===== src/rtl/contador_pc_pkg.sv =====
`default_nettype none
// ============================================================================
//  Module   : contador_pc_pkg
//  Purpose  : Shared definitions for the program counter: FSM state encoding,
//             the instruction size in bytes and the fetch alignment mask.
//  Ports    : none (package)
//  Revision : 1.0 - initial release
// ============================================================================
package contador_pc_pkg;

   // Fetch FSM states
   typedef enum logic [1:0] {
      INICIO   = 2'd0,
      CORRER   = 2'd1,
      DETENIDO = 2'd2
   } estado_t;

   // Sequential fetch stride
   localparam logic [31:0] INSTR_BYTES = 32'd4;

   // Any target bit set under this mask is a misaligned fetch address
   localparam logic [1:0]  ALIGN_MASK  = 2'b11;

endpackage : contador_pc_pkg
`default_nettype wire


===== src/rtl/contador_pc_calc_destino.sv =====
`default_nettype none
// ============================================================================
//  Module   : calc_destino
//  Purpose  : Combinational redirect target selection and alignment check.
//             Jalr has priority over a taken branch.
//  Ports    : i_tomar_salto   - branch taken pulse
//             i_jalr          - register-indirect jump pulse
//             i_pc_salto      - address of the branch instruction
//             i_offset_ext    - sign-extended branch offset
//             i_destino_jalr  - ALU-computed jump target
//             o_redir         - a redirect is requested this cycle
//             o_destino       - selected target address
//             o_desalineado   - requested target is not word aligned
//  Revision : 1.0 - initial release
// ============================================================================
module calc_destino
   import contador_pc_pkg::*;
(
   input  logic        i_tomar_salto,
   input  logic        i_jalr,
   input  logic [31:0] i_pc_salto,
   input  logic [31:0] i_offset_ext,
   input  logic [31:0] i_destino_jalr,
   output logic        o_redir,
   output logic [31:0] o_destino,
   output logic        o_desalineado
);

   logic [31:0] w_destino_rama;
   logic [31:0] w_destino_jalr;

   // Branch target wraps naturally modulo 2^32
   assign w_destino_rama = i_pc_salto + i_offset_ext;
   // Jump target always has bit 0 cleared
   assign w_destino_jalr = i_destino_jalr & ~32'h0000_0001;

   assign o_redir       = i_jalr | i_tomar_salto;
   assign o_destino     = i_jalr ? w_destino_jalr : w_destino_rama;
   assign o_desalineado = o_redir && ((o_destino[1:0] & ALIGN_MASK) != 2'b00);

endmodule : calc_destino
`default_nettype wire


===== src/rtl/contador_pc.sv =====
`default_nettype none
// ============================================================================
//  Module   : contador_pc
//  Purpose  : Instruction fetch program counter with back-pressure, branch /
//             jalr redirects, a one-entry pending redirect and a sticky
//             misalignment error.
//  Ports    : clk          - rising-edge clock
//             rst_n        - asynchronous active-low reset
//             Offset_ext   - sign-extended branch offset
//             Pc_salto     - address of the branch instruction
//             Tomar_salto  - branch taken pulse
//             Jalr         - register-indirect jump pulse
//             Destino_jalr - jump target from the ALU
//             Listo_mem    - instruction memory accepts Pc
//             Pc           - current fetch address
//             Valido       - Pc is a valid fetch request
//             Error        - sticky misaligned-redirect flag
//             Num_instr    - count of accepted fetches
//  Revision : 1.0 - initial release
// ============================================================================
module contador_pc
   import contador_pc_pkg::*;
#(
   parameter logic [31:0] PC_RESET = 32'h0000_0000
)
(
   input  logic        clk,
   input  logic        rst_n,
   input  logic [31:0] Offset_ext,
   input  logic [31:0] Pc_salto,
   input  logic        Tomar_salto,
   input  logic        Jalr,
   input  logic [31:0] Destino_jalr,
   input  logic        Listo_mem,
   output logic [31:0] Pc,
   output logic        Valido,
   output logic        Error,
   output logic [31:0] Num_instr
);

   estado_t     r_estado;
   logic        r_arranque;     // INICIO has already spent its first edge
   logic        r_pend;
   logic [31:0] r_pend_dir;
   logic [31:0] r_pc;
   logic        r_valido;
   logic        r_error;
   logic [31:0] r_num;

   logic        w_redir;
   logic [31:0] w_destino;
   logic        w_desal;
   logic        w_handshake;

   calc_destino u_calc_destino (
      .i_tomar_salto  (Tomar_salto),
      .i_jalr         (Jalr),
      .i_pc_salto     (Pc_salto),
      .i_offset_ext   (Offset_ext),
      .i_destino_jalr (Destino_jalr),
      .o_redir        (w_redir),
      .o_destino      (w_destino),
      .o_desalineado  (w_desal)
   );

   // Valido is only ever high in CORRER
   assign w_handshake = r_valido & Listo_mem;

   always_ff @(posedge clk or negedge rst_n) begin
      if (!rst_n) begin
         r_estado   <= INICIO;
         r_arranque <= 1'b0;
         r_pend     <= 1'b0;
         r_pend_dir <= 32'h0000_0000;
         r_pc       <= PC_RESET;
         r_valido   <= 1'b0;
         r_error    <= 1'b0;
         r_num      <= 32'h0000_0000;
      end else begin
         case (r_estado)
            INICIO: begin
               // The first edge after reset release only arms the start, so
               // the first valid request appears on the second edge.
               if (r_arranque) begin
                  r_estado <= CORRER;
                  r_valido <= 1'b1;
               end else begin
                  r_arranque <= 1'b1;
               end
            end

            CORRER: begin
               if (w_redir && w_desal) begin
                  // Bad target is neither stored nor loaded; Pc freezes here
                  r_estado <= DETENIDO;
                  r_valido <= 1'b0;
                  r_error  <= 1'b1;
                  r_pend   <= 1'b0;
                  if (w_handshake) begin
                     r_num <= r_num + 32'd1;
                  end
               end else if (w_handshake) begin
                  r_num  <= r_num + 32'd1;
                  r_pend <= 1'b0;
                  // A fresh redirect beats the pending one, which beats +4
                  if (w_redir) begin
                     r_pc <= w_destino;
                  end else if (r_pend) begin
                     r_pc <= r_pend_dir;
                  end else begin
                     r_pc <= r_pc + INSTR_BYTES;
                  end
               end else if (w_redir) begin
                  // Newer redirect overwrites any pending entry
                  r_pend     <= 1'b1;
                  r_pend_dir <= w_destino;
               end
            end

            DETENIDO: begin
               r_valido <= 1'b0;
               r_error  <= 1'b1;
            end

            default: begin
               r_estado <= DETENIDO;
               r_valido <= 1'b0;
               r_error  <= 1'b1;
            end
         endcase
      end
   end

   assign Pc        = r_pc;
   assign Valido    = r_valido;
   assign Error     = r_error;
   assign Num_instr = r_num;

endmodule : contador_pc
`default_nettype wire

===== config.mk =====
export PLATFORM = sky130hd
export DESIGN_NAME = contador_pc
export DESIGN_NICKNAME = d
export VERILOG_FILES = /design/src/rtl/contador_pc_pkg.sv /design/src/rtl/contador_pc_calc_destino.sv /design/src/rtl/contador_pc.sv
export SDC_FILE = /design/constraint.sdc
export NUM_CORES = 1
export LEC_CHECK = 0
export ABC_AREA = 1
export CAP_MARGIN = 20
export CORE_AREA = 2 2 196 150
export CTS_CLUSTER_SIZE = 14
export DETAILED_ROUTE_END_ITERATION = 6
export DIE_AREA = 0 0 198 152
export PLACE_DENSITY = 0.49
export REMOVE_ABC_BUFFERS = 1
export SYNTH_ARGS = -nofsm -noshare
export SYNTH_HDL_FRONTEND = slang
export SYNTH_SLANG_ARGS = --single-unit

===== constraint.sdc =====
create_clock -name clk -period 2.6 [get_ports clk]
set_input_delay 0.26 -clock clk [delete_from_list [all_inputs] [get_ports clk]]
set_output_delay 0.26 -clock clk [all_outputs]
set_load 0.03 [all_outputs]

==> key figures, run 1 <==
Clock tree
  • Cts hold-fix bufs: 1
  • PostCTS Resize Cnt: 0
  • Clock-pin slew on the worst setup and hold paths: 70 ps
  • Clock sinks: 102
  • CTS H-tree depth: 3
  • Post-CTS Setup Inserts: 0
  • TritonCTS clock tree: yes
  • Root Driver: clkbuf_16
  • CTS Buf Count: 9
  • Max clock buf depth: 2
  • Clock latency on the worst-skew pair: 370 ps

GRT
  • Overflow after GRT: 0
  • First-pass GRT wire length: 44.3 mm
  • Vias in the first global route: 7867
  • Antenna violations before repair: 0
  • Pin count of the biggest net entering global routing: 62
  • Total track usage: 0.189

Setup path
  • FF-to-FF Start: Pc[10]
  • Worst reg-to-reg path cell count: 8
  • R2R Setup Slk: 320 ps
  • Worst Path Arrival: 2540 ps
  • Crit-path max FO: 20
  • Worst Path Required: 2850 ps
  • RR Endpoint: Pc[14]
  • Setup Crit Path Kind: in2reg
  • Critical Path End Type: register
  • CP startpoint kind: input pin

Detailed routing
  • Detailed-route via count: 8696
  • Routed WL: 28.3 mm
  • Antenna-violating nets left: 0
  • DRT Pass-1 Iters: 5
  • Mean routed wirelength per cell: 14.9 µm
  • Drt drc: 0
  • Via density: 4.58
  • DR iter-0 viols: 559

Synthesis
  • Mapped Cells: 1303
  • Seq cells post-synth: 102
  • Area contributors post-synth: dfrtp_1 31%, nand2_1 18%, inv_1 10%
  • Post-synth top area share: 0.307
  • Mean Syn Cell Area: 6.38 µm²
  • Distinct cells, synth: 38
  • Register area share after synthesis: 0.307
  • Synth Warn #: 0
  • Mapped cell area: 8310 µm²
  • Area leader, netlist: dfrtp_1

Timing
  • Max Freq: 436 MHz
  • RSZ-0062 raised after global routing: false
  • Worst Clk Skew: 13.3 ps
  • Max-slew violations: 0
  • Hold_ws: 366 ps
  • Fin. Hold Viols: 0
  • Worst Tran Pin Value: 678 ps
  • Crit share post-route: 0.882
  • Max-slew headroom: 0.547
  • Final setup fails: 0
  • Final WS setup: 306 ps
  • Min Tclk post-route: 2290 ps

Floorplanning
  • Die area: 30100 µm²
  • Initial Util: 0.292
  • Width of the die: 198 µm
  • IO Count: 167
  • Die Y: 152 µm
  • Row cnt: 54
  • CORE AREA: 28400 µm²

Power and ir drop
  • Power Density: 495 nW/µm²
  • Register share of total power: 0.381
  • Comb power frac: 0.377
  • Worst vdd ir: 0.279 mV
  • Sw Ratio: 0.386
  • Pwr Total: 5480 µW
  • Internal power: 3370 µW
  • Lkg Pwr: 0.00581 µW
  • Clock Power Share: 0.243
  • Sw Pwr: 2110 µW

Final layout
  • Area grow syn2layout: 33.2%
  • Ant diodes: 0
  • # nets final: 1637
  • Layout cells sized above 1: 0.0717

Placed design
  • Dpl hpwl: 22.8 mm
  • Pre-CTS setup slack: -82.5 ps
  • Routability cong.: 0.882
  • IO buf count: 165

Status
  • Outcome: completed

Job
  • Max Cap Violations: 0

Hold path
  • Worst hold path type: in2async
## worst max path at each step
stage / start / to / slack, ps / depth (start not counted)
after CTS: Offset_ext[0] / Pc[31] / 290 / 12
after floorplan: Offset_ext[0] / r_pend_dir[19] / 90 / 11
after global routing: Offset_ext[0] / Pc[23] / 120 / 12
after global placement: Offset_ext[0] / Pc[11] / -60 / 11
final: Offset_ext[0] / Pc[31] / 310 / 12
after detailed placement: Offset_ext[0] / Pc[11] / -80 / 11
## cells in the final DEF (no fill, tap or decap), drive strengths merged, types with 5 or more instances in the layout
cell type        n
inv            230
and2             5
xnor2           19
nor2           105
nand3          121
clkbuf          10
o21ai           66
buf             50
xor2            29
nand4           19
dfrtp          102
a21boi          15
a21oi           65
o211ai           5
nand2          405
ha              33
or2             22
clkdlybuf4s50  164
nor3            19
## registers in the layout, summed over array words and instances (netlist names)
signal and count:
Num_instr 32, Pc 32, r_pend_dir 32, r_estado 2, Error 1, Valido 1, r_arranque 1, r_pend 1
## critical path, cell delays in order
cell,delay [ps]
clkdlybuf4s50_1,460
ha_1,190
fa_1,430
nand2_1,70
and2_1,160
o21a_1,160
nand2_1,110
nor2_4,190
inv_4,130
buf_12,170
a21oi_1,120
a21oi_1,80
## metal layers
metal  GRT usage  vias up  share of wire
met5           0        -              0
met1       0.307     4002           0.55
li1            -     4498              -
met4      0.0283        0         0.0070
met3      0.0360       15          0.050
met2       0.258      181           0.39
## final cells by class
class / instances / area [µm²]
Clock buffer: 10 / 229
Clock inverter: 6 / 43.8
Tap cell: 392 / 490
Sequential cell: 102 / 2550
Multi-Input combinational cell: 947 / 4790
Inverter: 227 / 855
Fill cell: 3095 / 17400
Timing Repair Buffer: 215 / 2110
## logic make-up after synthesis
kind of cell,share of synthesized area
buf+inv,0.117
simple gates,0.362
compound gates,0.111
fa+ha+maj,0.0521
flops,0.307
xor+xnor,0.0506
## cell usage after synthesis
| master | instances |
|---|---|
| nand2_1 | 402 |
| inv_1 | 223 |
| nand3_1 | 121 |
| dfrtp_1 | 102 |
| nor2_1 | 94 |
| o21ai_0 | 66 |
| a21oi_1 | 65 |
| ha_1 | 33 |
| xor2_1 | 29 |
| or2_2 | 21 |
| xnor2_1 | 19 |
| clkbuf_1 | 18 |
| nand4_1 | 18 |
| nor3_1 | 17 |
| a21boi_1 | 13 |
| nor2_4 | 8 |
| buf_2 | 7 |
| and2_1 | 5 |
| o211ai_1 | 5 |
| a22oi_1 | 3 |
| a31oi_1 | 3 |
| inv_2 | 3 |
| nor2_2 | 3 |
| o21a_1 | 3 |
| o21bai_1 | 3 |
| o22ai_1 | 3 |
| a21boi_0 | 2 |
| buf_4 | 2 |
| nand2_2 | 2 |
| nor3_2 | 2 |
| a211oi_1 | 1 |
| a21o_1 | 1 |
| fa_1 | 1 |
| inv_4 | 1 |
| nand2_4 | 1 |
| nand4_2 | 1 |
| nor3b_1 | 1 |
| or2_4 | 1 |
## metrics by stage
stage / TNS [ps] / utilization / instance area [µm²] / cells
after floorplan: 0 / - / 8200 / 1276
after global placement: -639 / 0.379 / 10800 / 1882
after detailed placement: -1110 / 0.379 / 10800 / 1882
after CTS: 0 / 0.389 / 11100 / 1899
after global routing: 0 / 0.389 / 11100 / 1899
final: 0 / 0.389 / 11100 / 1899
## power groups by stage
stage	Combinational [µW]	Clock, µW	Sequential [µW]
6_report	2060	1330	2090
3_5_place_dp	2060	0	2110
3_3_place_gp	2040	0	2110
4_1_cts	2070	1370	2080
5_1_grt	2310	1440	2120
2_1_floorplan	1080	0	2210
Power figures use the tool's default switching activity.
==> inputs of run 2 (changes only) <==
MAX_ROUTING_LAYER = met4   (was not set)
==> run 2 against run 1 <==
Clock skew is 3.9 ps higher. Via count decreased by 0.70%. Non-clock buffer count rose by 6. Critical endpoint is now Pc[14].
==> key figures, run 2 (synthesis results as in run 1) <==
Detailed routing
  • Via density: 4.53
  • DR iter-0 viols: 583
  • Detailed-route via count: 8635
  • Mean routed wirelength per cell: 15.0 µm
  • Routed WL: 28.5 mm
  • Antenna-violating nets left: 0
  • Drt drc: 0
  • DRT Pass-1 Iters: 5

Setup path
  • R2R Setup Slk: 240 ps
  • CP Buf/Inv Count: 0
  • CP startpoint kind: register
  • CP Capture Point: Pc[14]
  • Crit-path max FO: 7
  • Worst Path Arrival: 2640 ps
  • Largest stage delay, worst path: 490 ps
  • Slowest CP cell: dfrtp_1
  • Worst Path Required: 2890 ps
  • Critical Path End Type: register
  • Setup Crit Path Kind: reg2reg
  • CP Depth: 8
  • Top Family by Delay on Critical Path: simple AND/OR/NAND/NOR gates
  • CP Cell Sequence: nand2_1 -> nor3_1 -> nand2_1 -> nor2_1 -> xor2_1 -> nor2_1 -> o21a_1 -> a21oi_1
  • Crit path launch: Pc[10]
  • Worst reg-to-reg path cell count: 8
  • FF-to-FF Start: Pc[10]
  • RR Endpoint: Pc[14]

Floorplanning
  • IO Count: 167
  • CORE AREA: 28400 µm²
  • Die Y: 152 µm
  • Initial Util: 0.292
  • Die area: 30100 µm²
  • Width of the die: 198 µm
  • Row cnt: 54

Placed design
  • Post-placement cell count: 1888
  • Dpl hpwl: 23.4 mm
  • Routability cong.: 0.929
  • Placed Area: 10800 µm²
  • IO buf count: 165

Clock tree
  • PostCTS Resize Cnt: 0
  • Max clock buf depth: 2
  • Clock latency on the worst-skew pair: 360 ps
  • Cts hold-fix bufs: 1
  • Post-CTS Setup Inserts: 0
  • Clock sinks: 102
  • Clock-pin slew on the worst setup and hold paths: 80 ps
  • Root Driver: clkbuf_16
  • CTS Buf Count: 9
  • CTS H-tree depth: 3
  • TritonCTS clock tree: yes

GRT
  • Met2 Track Usage GR: 0.273
  • Vias in the first global route: 8193
  • Overflow after GRT: 0
  • Most Used Layer, Global Route: met1
  • First-pass GRT wire length: 45.8 mm
  • Total track usage: 0.201
  • GR Layer Usage met1: 0.320
  • Antenna violations before repair: 0
  • Met3 GRT Util: 0.0289
  • Pin count of the biggest net entering global routing: 45

Final layout
  • # nets final: 1643
  • Most frequent cells in the layout: 402 x nand2_1, 223 x inv_1, 164 x clkdlybuf4s50_1, 121 x nand3_1, 102 x dfrtp_1
  • Layout cells sized above 1: 0.0760
  • Area of the multi-input gates: 4790 µm²
  • Ant diodes: 0
  • Fin area: 11200 µm²
  • Register area: 2550 µm²
  • Fin cells: 1905
  • Area grow syn2layout: 34.2%
  • Fill count: 3054
  • Most common cell after layout, fill and taps aside: nand2_1

Status
  • Outcome: completed

Power and ir drop
  • Power Density: 504 nW/µm²
  • Lkg Pwr: 0.00585 µW
  • Pwr Total: 5630 µW
  • Worst vdd ir: 0.322 mV

Timing
  • Setup_tns: 0 ps
  • Max-slew headroom: 0.560
  • Final setup fails: 0
  • Worst Tran Pin Value: 657 ps
  • Max Freq: 424 MHz
  • Worst Clk Skew: 17.2 ps
  • Crit share post-route: 0.906
  • Max-slew violations: 0
  • Min Tclk post-route: 2360 ps
  • RSZ-0062 raised after global routing: false
  • Hold_ws: 442 ps
  • Fin. Hold Viols: 0

Job
  • Max Cap Violations: 0

Hold path
  • Worst hold path type: in2async
==> run 2: final cells by class <==
cell class / count / share of cell area
clock buffers: 10 / 0.0214
clock inverters: 6 / 0.00673
inverters: 227 / 0.0766
multi-input cells: 947 / 0.429
flip-flops and latches: 102 / 0.229
well taps: 392 / 0.0440
repair buffers: 221 / 0.194
==> run 2: per-stage QoR <==
step,setup WS [ps],utilization
final,244,0.392
after global routing,110,0.392
after CTS,290,0.392
after detailed placement,-83.3,0.381
after global placement,-49.7,0.381
after floorplan,89.5,-
==> run 2: report_power, final <==
part	switching (µW)	internal [µW]	leakage [µW]
sequential	178	1900	0.00116
combinational	1270	815	0.00454
clock	671	790	0.000152
==> run 2: worst reg2reg max path, stage by stage, from the launching register on <==
cell and delay, ps:
dfrtp_1 490, nand2_1 130, nor3_1 400, nand2_1 260, nor2_1 460, xor2_1 190
nor2_1 50, o21a_1 170, a21oi_1 130
==> run 2: worst min-delay path by stage <==
stage | start | end
after floorplan | rst_n | Error
after global placement | rst_n | Num_instr[29]
after detailed placement | rst_n | Num_instr[29]
after CTS | rst_n | Num_instr[23]
after global routing | rst_n | Num_instr[23]
final | rst_n | Num_instr[23]
==> run 2: layer usage <==
metal	share of wire	vias up	wire length [µm]
met4	0.0049	0	140
met3	0.053	9	1510
met2	0.39	192	11000
met1	0.56	3923	15800
li1	-	4511	-
met5	0	-	0
==> inputs of run 3 (changes only) <==
CTS_CLUSTER_DIAMETER = 80   (was not set)
SETUP_SLACK_MARGIN = 0.4   (was not set)
SKIP_LAST_GASP = 1   (was not set)
==> run 3 against run 2 <==
Register-to-register slack gained 260 ps. First-iteration DRC count is 14% higher. Routed wire length increased by 3.4%. Via count up 1.9%. Power is 1.4% higher. Highest routed layer unchanged. Largest cell class unchanged.
==> key figures, run 3 (synthesis results as in run 1) <==
Setup path
  • CP Buf/Inv Count: 4
  • Crit path launch: Offset_ext[1]
  • Critical Path End Type: register
  • Slowest CP cell: fa_1
  • FF-to-FF Start: Pc[6]
  • Setup Crit Path Kind: in2reg
  • CP Cell Sequence: clkdlybuf4s15_1 -> fa_1 -> nand2_1 -> and2_4 -> o21a_1 -> nand2_2 -> nor2_4 -> buf_6 -> buf_12 -> buf_16 -> or2_2 -> a21boi_2
  • Crit-path max FO: 4
  • CP startpoint kind: input pin
  • Worst Path Arrival: 2330 ps
  • Top Family by Delay on Critical Path: simple AND/OR/NAND/NOR gates
  • Worst Path Required: 2830 ps
  • Largest stage delay, worst path: 560 ps

GRT
  • Antenna violations before repair: 0
  • Total track usage: 0.203
  • Pin count of the biggest net entering global routing: 45
  • Overflow after GRT: 0
  • First-pass GRT wire length: 46.1 mm
  • Vias in the first global route: 8223

Hold path
  • Hold wc startpoint: Pc_salto[0]
  • Worst hold path type: in2reg

Final layout
  • Fin cells: 1919
  • Fill count: 3021
  • Most common cell after layout, fill and taps aside: nand2_1
  • Layout cells sized above 1: 0.127
  • Most frequent cells in the layout: 391 x nand2_1, 221 x inv_1, 160 x clkdlybuf4s50_1, 114 x nand3_1, 101 x dfrtp_1
  • Ant diodes: 0
  • Area grow syn2layout: 39.8%
  • # nets final: 1657

Job
  • Max Cap Violations: 0

Timing
  • Min Tclk post-route: 2100 ps
  • Hold_ws: 413 ps
  • Crit share post-route: 0.807
  • Final setup fails: 0
  • Worst Tran Pin Value: 603 ps
  • Max Freq: 476 MHz
  • Fin. Hold Viols: 0
  • Worst Clk Skew: 17.0 ps
  • Max-slew headroom: 0.595
  • RSZ-0062 raised after global routing: true
  • Max-slew violations: 0

Detailed routing
  • DRT Pass-1 Iters: 4
  • Mean routed wirelength per cell: 15.4 µm
  • Via density: 4.59
  • Detailed-route via count: 8801
  • Drt drc: 0
  • Antenna-violating nets left: 0
  • DR iter-0 viols: 662
  • Routed WL: 29.5 mm

Clock tree
  • Root Driver: clkbuf_16
  • Clock-pin slew on the worst setup and hold paths: 70 ps
  • CTS H-tree depth: 3
  • Clock sinks: 102
  • TritonCTS clock tree: yes
  • Max clock buf depth: 2
  • CTS Buf Count: 9
  • Clock latency on the worst-skew pair: 360 ps

Placed design
  • Post-placement cell count: 1888
  • Routability cong.: 0.929
  • Dpl hpwl: 23.4 mm
  • IO buf count: 165

Floorplanning
  • Row cnt: 54
  • Die Y: 152 µm
  • CORE AREA: 28400 µm²
  • Initial Util: 0.292
  • Die area: 30100 µm²
  • IO Count: 167
  • Width of the die: 198 µm

Power and ir drop
  • Power Density: 491 nW/µm²
  • Lkg Pwr: 0.00599 µW
  • Pwr Total: 5700 µW
  • Worst vdd ir: 0.316 mV

Status
  • Outcome: completed
==> run 3: cell types whose count changed in the layout (fill, tap and decap cells not counted), moves of 7 or more <==
cell / previous run / this run
nor2_2: 3 / 19
ha_2: 0 / 8
ha_1: 33 / 20
nand2_2: 2 / 13
buf_4: 49 / 56
nand3_2: 0 / 7
nand3_1: 121 / 114
nor2_1: 94 / 74
nand2_1: 402 / 391
==> run 3: area by class of cell <==
cell class                      instances  area [µm²]  area share
Tap cell                              392         490      0.0422
Clock buffer                           10         239      0.0206
Multi-Input combinational cell        947        5040       0.434
Sequential cell                       102        2550       0.220
Clock inverter                          6        75.1     0.00646
Inverter                              227         862      0.0742
Timing Repair Buffer                  235        2350       0.203
==> run 3: per-stage QoR <==
stage | setup slack, ps | instance area [µm²] | util | TNS, ps
after floorplan | 89.5 | 8200 | - | 0
after global placement | -49.7 | 10800 | 0.381 | -228
after detailed placement | -83.3 | 10800 | 0.381 | -795
after CTS | 405 | 11200 | 0.395 | 0
after global routing | 360 | 11600 | 0.408 | 0
final | 501 | 11600 | 0.408 | 0
==> run 3: worst reg2reg max path, stage by stage (launching register included) <==
cell	delay, ps
dfrtp_1	450
nand2_1	150
nor2_1	250
nand2_1	180
inv_1	240
nand3_1	160
nor2_1	200
nand2_1	70
a31oi_1	210
a21boi_2	70
==> run 3: path summary, 6_finish.rpt <==
check | depth (start not counted) | slack, ps | end
min in group asynchronous | 2 | 440 | Num_instr[23]
setup / recovery | 12 | 500 | Pc[23]
hold reg to reg | 2 | 470 | r_pend_dir[0]
max in group asynchronous | 3 | 1370 | Pc[28]
hold / removal | 4 | 410 | Pc[0]
setup reg to reg | 9 | 500 | Pc[23]
==> run 3: timing repair <==
action | 4_1_cts | 5_1_grt
buffers inserted | 3 | 7
endpoints found under the setup margin | 34 | 59
pin swaps | 3 | 4
hold buffers | 1 | 0
resized for setup | 11 | 78
gates cloned | 1 | 3
hold endpoints to repair | 41 | 0
==> run 3: metal layers <==
metal  share of wire  up-vias  wire length (µm)  GRT usage
met5               0        -                 0          -
met4          0.0055        0               162     0.0201
met3           0.056       14              1640     0.0289
met2            0.39      222             11500      0.274
met1            0.55     4024             16200      0.322
li1                -     4541                 -          -
==> run 3: power by group <==
group	internal (µW)	leakage [µW]	switching [µW]	total (µW)
registers	1900	0.00116	180	2080
clock network	790	0.000152	665	1460
logic	851	0.00468	1320	2170
==> RTL edit: new RTL, settings of run 2 <==
Reset style: synchronous (`rst_n`), changed in one clocked block. Comments in the files are not updated.
--- a/src/rtl/contador_pc.sv
+++ b/src/rtl/contador_pc.sv
@@ -66,7 +66,7 @@
    // Valido is only ever high in CORRER
    assign w_handshake = r_valido & Listo_mem;
 
-   always_ff @(posedge clk or negedge rst_n) begin
+   always_ff @(posedge clk) begin
       if (!rst_n) begin
          r_estado   <= INICIO;
          r_arranque <= 1'b0;
Function: differs if rst_n is asserted again (counterexample within 4 cycles, from zero or initial values and one cycle with rst_n low); with rst_n held inactive, the same outputs for 4 cycles.
==> RTL edit against run 2 <==
- global-route usage about the same
- wire length increased by 3.0%
- worst setup slack gained 16 ps
- highest routed layer unchanged
- power shrank 21%
- sequential share of layout area decreased by 4.3 points
- area after synthesis is 1.5% lower
- final area is 1.5% lower
- clock power increased by 3%
- sequential cell count unchanged
- die area is the same
==> RTL edit: results (changes against run 2) <==
----------------------------------------------------
[Power and ir drop]
  Clock group power ... 0.00150 W (+3%)
  Sequential share of power ... 37.5% (+0.6 points)
  Leakage power figure ... 5.143 nW (-12%)
  Psw ... 0.001432 W (-33%)

[Logic synthesis]
  Sequential cell area fraction in the yosys report ... 24.93% (-5.8 points)
  Fraction of registers with async set or reset after synthesis ... 0% (-100 points)
  Most area-consuming cells after synthesis ... sky130_fd_sc_hd__dfxtp_1 (25%), sky130_fd_sc_hd__nand2_1 (20%), sky130_fd_sc_hd__inv_1 (11%)

[STA]
  Maximum clock rate ... 0.4273 GHz (+0.66%)
  Post-route worst hold slack ... 443.0 ps (+0.6500 ps)
  Final Skew ... 11.89 ps (-5.283 ps)
  Slew at the pin closest to its max-slew limit ... 632.9 ps (-24.31 ps)

[Global route]
  Met3 GRT Util ... 3.152% (+0.27 points)
  Via count of the first global-routing pass ... 8464 (+3.3%)

[Place]
  Routability Congestion ... 0.9272 (-0.15%)
  Cell area reported after detailed placement ... 0.01068 mm^2 (-1.5%)
  Detail Placement HPWL ... 23230 um (-0.63%)

[Layout]
  Total number of multi-input combinational cells ... 1051 (+11%)
  Multi-input gate area in the final layout ... 0.005102 mm^2 (+6.6%)
  Count of inverters other than clock inverters in the layout ... 242 (+6.6%)
  Filler cells ... 3138 (+2.8%)
  Seq area share ... 18.58% (-4.3 points)
  Clock distribution area overhead in the final layout ... 2.868% (+0.054 points)

[Route]
  Detailed Route Iter0 Violations ... 662 (+14%)
  Per-cell routed wire length ... 14.49 um (-3.3%)
  Metal2 WL ... 11350 um (+2.9%)
  Length of routed wiring on met1 ... 16090 um (+1.6%)

[Worst setup path]
  Arr. time, crit path ... 2600 ps (-40 ps)
  Length in cells of the worst reg-to-reg path ... 9 (+1)
  Critical-path cell with the highest stage delay ... sky130_fd_sc_hd__fa_1
  Capture point of the critical path ... r_pend_dir[12]$_SDFFE_PN0P_
  Slowest stage delay, CP ... 440 ps (-50 ps)
  Largest fanout on the critical path ... 4 (-3)

[Worst hold path]
  Worst min-delay path class ... reg -> reg

[Outcome]
  Result of the run ... completed

----------------------------------------------------
## RTL edit: cell count changes after synthesis, sizes merged, moves of 21 or more
cell,before,now
nor2,105,139
nand2,405,431
nand3,121,100
dfxtp,0,102
dfrtp,102,0
o21ai,66,90
a21oi,65,122
## RTL edit: cell families (layout without fill, tap and decap cells)
family / after synthesis / after routing / share of synthesized area (%)
AO/OA/AOI/OAI: 248 / 248 / 16.21
XOR/XNOR: 25 / 25 / 2.673
adder cells (fa/ha/maj): 34 / 34 / 5.285
buffers and inverters: 277 / 483 / 12.78
flip-flops: 102 / 102 / 24.93
AND/OR/NAND/NOR: 744 / 744 / 38.12
## RTL edit: per-stage QoR
stage,cells,setup slack (ps),utilization (%),total power (W)
2_1_floorplan,1395,-59.67,-,0.002426
3_3_place_gp,2012,-84.93,37.54,0.002968
3_5_place_dp,2012,-106.8,37.54,0.002975
4_1_cts,2028,256.8,38.65,0.004483
5_1_grt,2028,45.68,38.65,0.004702
6_report,2028,259.6,38.65,0.004442
